--- src/rtl/time_entry.sv ---
// rtl/time_entry.sv - keypad M:SS entry buffer with validation and counter load strobe
module time_entry #(
  parameter int SEC_TENS_MAX = 5,
  parameter int MAX_DIGITS   = 3
) (
  input  logic       clk,
  input  logic       rstn,
  input  logic       key_valid,
  input  logic [3:0] key_digit,
  input  logic       start,
  input  logic       clear,
  input  logic       busy,
  output logic [3:0] sec_ones,
  output logic [3:0] sec_tens,
  output logic [3:0] min_ones,
  output logic       loadn,
  output logic [1:0] digit_count,
  output logic       entry_err,
  output logic       locked
);

  typedef enum logic [1:0] {
    IDLE   = 2'd0,
    ENTRY  = 2'd1,
    LOAD   = 2'd2,
    LOCKED = 2'd3
  } state_t;

  localparam logic [3:0] TENS_MAX   = 4'(SEC_TENS_MAX);
  localparam logic [1:0] FULL_COUNT = 2'(MAX_DIGITS);

  state_t     state_q, state_d;
  logic [3:0] sec_ones_q, sec_ones_d;
  logic [3:0] sec_tens_q, sec_tens_d;
  logic [3:0] min_ones_q, min_ones_d;
  logic [1:0] digit_count_q, digit_count_d;
  logic       loadn_q, loadn_d;
  logic       entry_err_q, entry_err_d;
  logic       locked_q, locked_d;
  logic       busy_seen_q, busy_seen_d;

  // Next-state logic: clear beats start beats key_valid; buffer frozen from start to end of cook.
  always_comb begin
    state_d       = state_q;
    sec_ones_d    = sec_ones_q;
    sec_tens_d    = sec_tens_q;
    min_ones_d    = min_ones_q;
    digit_count_d = digit_count_q;
    loadn_d       = 1'b1;
    entry_err_d   = 1'b0;
    locked_d      = locked_q;
    busy_seen_d   = busy_seen_q;

    if (clear) begin
      state_d       = IDLE;
      sec_ones_d    = 4'd0;
      sec_tens_d    = 4'd0;
      min_ones_d    = 4'd0;
      digit_count_d = 2'd0;
      locked_d      = 1'b0;
      busy_seen_d   = 1'b0;
    end else begin
      case (state_q)
        IDLE, ENTRY: begin
          if (start) begin
            // A key arriving with start is dropped; start sees the old buffer.
            if (state_q == ENTRY) begin
              if (sec_tens_q > TENS_MAX) begin
                entry_err_d = 1'b1;
              end else begin
                state_d  = LOAD;
                loadn_d  = 1'b0;
                locked_d = 1'b1;
              end
            end
          end else if (key_valid) begin
            if (key_digit > 4'd9 || digit_count_q == FULL_COUNT) begin
              entry_err_d = 1'b1;
            end else begin
              min_ones_d    = sec_tens_q;
              sec_tens_d    = sec_ones_q;
              sec_ones_d    = key_digit;
              digit_count_d = digit_count_q + 2'd1;
              state_d       = ENTRY;
            end
          end
        end
        LOAD: begin
          state_d = LOCKED;
        end
        LOCKED: begin
          // Completion needs a busy high seen first, so a late-starting countdown is not missed.
          if (busy_seen_q && !busy) begin
            state_d       = IDLE;
            sec_ones_d    = 4'd0;
            sec_tens_d    = 4'd0;
            min_ones_d    = 4'd0;
            digit_count_d = 2'd0;
            locked_d      = 1'b0;
            busy_seen_d   = 1'b0;
          end else if (busy) begin
            busy_seen_d = 1'b1;
          end
        end
        default: begin
          state_d = IDLE;
        end
      endcase
    end
  end

  // State and output registers with asynchronous active-low reset.
  always_ff @(posedge clk or negedge rstn) begin
    if (!rstn) begin
      state_q       <= IDLE;
      sec_ones_q    <= 4'd0;
      sec_tens_q    <= 4'd0;
      min_ones_q    <= 4'd0;
      digit_count_q <= 2'd0;
      loadn_q       <= 1'b1;
      entry_err_q   <= 1'b0;
      locked_q      <= 1'b0;
      busy_seen_q   <= 1'b0;
    end else begin
      state_q       <= state_d;
      sec_ones_q    <= sec_ones_d;
      sec_tens_q    <= sec_tens_d;
      min_ones_q    <= min_ones_d;
      digit_count_q <= digit_count_d;
      loadn_q       <= loadn_d;
      entry_err_q   <= entry_err_d;
      locked_q      <= locked_d;
      busy_seen_q   <= busy_seen_d;
    end
  end

  assign sec_ones    = sec_ones_q;
  assign sec_tens    = sec_tens_q;
  assign min_ones    = min_ones_q;
  assign loadn       = loadn_q;
  assign digit_count = digit_count_q;
  assign entry_err   = entry_err_q;
  assign locked      = locked_q;

endmodule

--- config.mk ---
export PLATFORM = sky130hd
export DESIGN_NAME = time_entry
export DESIGN_NICKNAME = d
export VERILOG_FILES = /design/src/rtl/time_entry.sv
export SDC_FILE = /design/constraint.sdc
export NUM_CORES = 1
export LEC_CHECK = 0
export CELL_PAD_IN_SITES_DETAIL_PLACEMENT = 0
export CELL_PAD_IN_SITES_GLOBAL_PLACEMENT = 2
export CORE_ASPECT_RATIO = 1.4
export CORE_MARGIN = 3
export CORE_UTILIZATION = 29
export DETAILED_ROUTE_END_ITERATION = 8
export PLACE_DENSITY = 0.84
export SYNTH_ARGS = -nofsm -noshare
export SYNTH_HDL_FRONTEND = slang
export SYNTH_SLANG_ARGS = --single-unit
--- constraint.sdc ---
create_clock -name clk -period 2 [get_ports clk]
set_input_delay 0.4 -clock clk [delete_from_list [all_inputs] [get_ports clk]]
set_output_delay 0.4 -clock clk [all_outputs]
set_load 0.02 [all_outputs]
==> run_results.csv <==
group,metric,value,unit
yosys,async_flop_share,100,%
yosys,syn_inst,105,
clock_network,cts_tree,"yes",
drt,detail-route-antenna-nets,0,
yosys,syn_avg_cell_area,9.88,um^2
clock_network,path_clk_slew,0.07,ns
yosys,synth.cell_area,1040,um^2
sta,setup_tns,0,ns
yosys,synth_common_cells,"dfrtp_1, nand3_1, o211ai_1, nand4_1",
clock_network,cts_sinks,20,
critical_path,worstPathMaxFanout,10,
sta,fmax,564,MHz
yosys,yosysTopAreaCell,"dfrtp_1",
critical_path,critPathRequiredTime,2.13,ns
die,fp.dieArea,4340,um^2
grt,grt_max_degree,23,
yosys,synth_ff_type,"dfrtp_1",
grt,grt.total_usage,14.0,%
critical_path,crit_arrival,1.90,ns
finish,fin_util,42.2,%
yosys,ys_types,28,
grt,grt_pass1_wl,4840,um
drt,wl,2740,um
drt,drc,0,
critical_path,max_stage_delay,0.45,ns
clock_network,holdBufCountCts,0,
finish,fillers,345,
clock_network,htreeDepth,1,
sta,maxSlewHeadroom,67.9,%
sta,finalClockSkew,0.00621,ns
run,drv_cap,0,
worst_hold_path,hold_path.class,"input pin to asynchronous set/reset pin",
grt,grt_overflow,0,
yosys,synthTopCellsByArea,"dfrtp_1, o211ai_1, nand3_1, a221o_1, o211a_1",
clock_network,cts_inserted_buffers,3,
grt,grt_pass1_vias,1023,
sta,tightestPinTransition,0.480,ns
sta,min_period,1.77,ns
pwr,vdd_drop_max,250,uV
drt,vias,982,
critical_path,crit_chain,"ha_1 -> or3b_1 -> buf_4 -> o211ai_1 -> nand3_1",
sta,drv_slew,0,
finish,areaGrowthSynthToFinish,38.7,%
critical_path,endpoint_kind,"flip-flop",
yosys,yosysSeqAreaShare,48.4,%
yosys,yosysWarnings,0,
die,die_x,56.5,um
drt,via_per_inst,5.52,
die,rows,25,
clock_network,cts.repair.resized,0,
clock_network,post_cts_buffers,0,
finish,layout-drive-gt1-share,12.3,%
sta,finalSetupViolations,0,
yosys,synth_top_area_share,45.8,%
yosys,synth_most_common_cell,"dfrtp_1",
grt,antenna_found_initial,0,
finish,final_net_count,150,
die,io_pins,27,
status,status,"completed",
yosys,synth_edf_count,0,
clock_network,clk_path_buf_depth,2,
clock_network,root_buffer,"clkbuf_8",
place,placed_cell_area,1390,um^2
sta,finalHoldViolCount,0,
die,die_h,76.8,um
pwr,power,828,uW
clock_network,insertion_delay,0.25,ns
critical_path,worstSetupPathType,"flip-flop to flip-flop",
critical_path,cp_slowest_cell,"or3b_1",
yosys,synth-seq-cells,20,
place,io_buffers,26,
sta,rsz0062_at_grt,"false",
drt,drt_iter0_markers,20,
pwr,power.leakage,0.632,nW
finish,n_antenna_cell,0,
drt,drtPass1Iterations,4,
critical_path,start_kind,"flip-flop",
die,start_util,30.4,%
drt,post_drt_wl_per_cell,15.4,um
pwr,powerDensity,575,nW/um^2
place,gp_congestion,0.764,
yosys,synth_nets,116,
die,core_area,3410,um^2
finish,stdcell_area,1440,um^2
sta,fin_crit_sh,88.6,%
-- critical path, delay by kind of cell, from the launching register on --
family	cells	cell delay (ns)
compound gates	1	0.20
simple gates	2	0.55
buf+inv	1	0.21
flops	1	0.44
fa+ha+maj	1	0.25
-- registers in the layout, summed over array words and instances (netlist names) --
register	flops
sec_ones	4
min_ones	4
busy_seen_q	1
digit_count	2
locked	1
entry_err	1
loadn	1
state_q	2
sec_tens	4
-- power by group --
part	internal, mW	total (mW)	switching, mW
Sequential	0.416	0.430	0.0138
Clock	0.142	0.269	0.128
Combinational	0.0595	0.129	0.0695
Total	0.617	0.828	0.211
-- cell families (layout without fill, tap and decap cells) --
logic type / Yosys count / in the layout / synth area share (%)
simple gates: 40 / 40 / 21.8
compound gates: 31 / 31 / 23.3
flops: 20 / 20 / 48.4
buf+inv: 13 / 46 / 5.31
fa+ha+maj: 1 / 1 / 1.21
-- cell type report --
type                    count  area [um^2]  share of cell area, %
clock buffers               4         45.0                   3.13
inverters                   5         18.8                   1.30
multi-input cells          72          480                   33.4
flip-flops and latches     20          502                   34.9
well taps                  40         50.0                   3.48
repair buffers             37          343                   23.8
-- per-stage QoR --
step | hold slack [ns] | setup slack [ns] | instances
finish | 0.468 | 0.227 | 178
global route | 0.498 | 0.137 | 178
CTS | 0.482 | 0.219 | 178
detailed placement | 0.532 | 0.0389 | 174
global placement | 0.510 | 0.0672 | 174
floorplan | 0.104 | 0.243 | 105
-- path summary, 6_finish.rpt --
check / from / to / slack (ns) / depth (start not counted)
worst max-delay path: digit_count[0] / sec_ones[2] / 0.23 / 5
worst min-delay path: rstn / sec_ones[3] / 0.47 / 1
min in group clk: busy_seen_q / busy_seen_q / 0.53 / 2
worst min register to register: busy_seen_q / busy_seen_q / 0.53 / 2
max in group asynchronous: rstn / busy_seen_q / 0.99 / 2
worst max register to register: digit_count[0] / sec_ones[2] / 0.23 / 5
-- layer usage --
metal	share of wire, %	GRT usage (%)	vias to the layer above
met1	44	18.1	477
met5	0	0	-
met4	1.2	4.99	0
met2	50	22.9	27
met3	4.5	2.53	4
li1	-	-	474
-- cells in the final DEF, fill, tap and decap left out, types with 2 or more instances in the layout --
cell             count
clkdlybuf4s50_1     26
dfrtp_1             19
nand3_1             18
o211ai_1            14
buf_4               11
nand4_1              6
nand2_1              5
inv_1                5
a21oi_1              4
o211a_1              4
a221o_1              4
clkbuf_8             3
or3b_1               2
(Power assumes the default switching activity.)
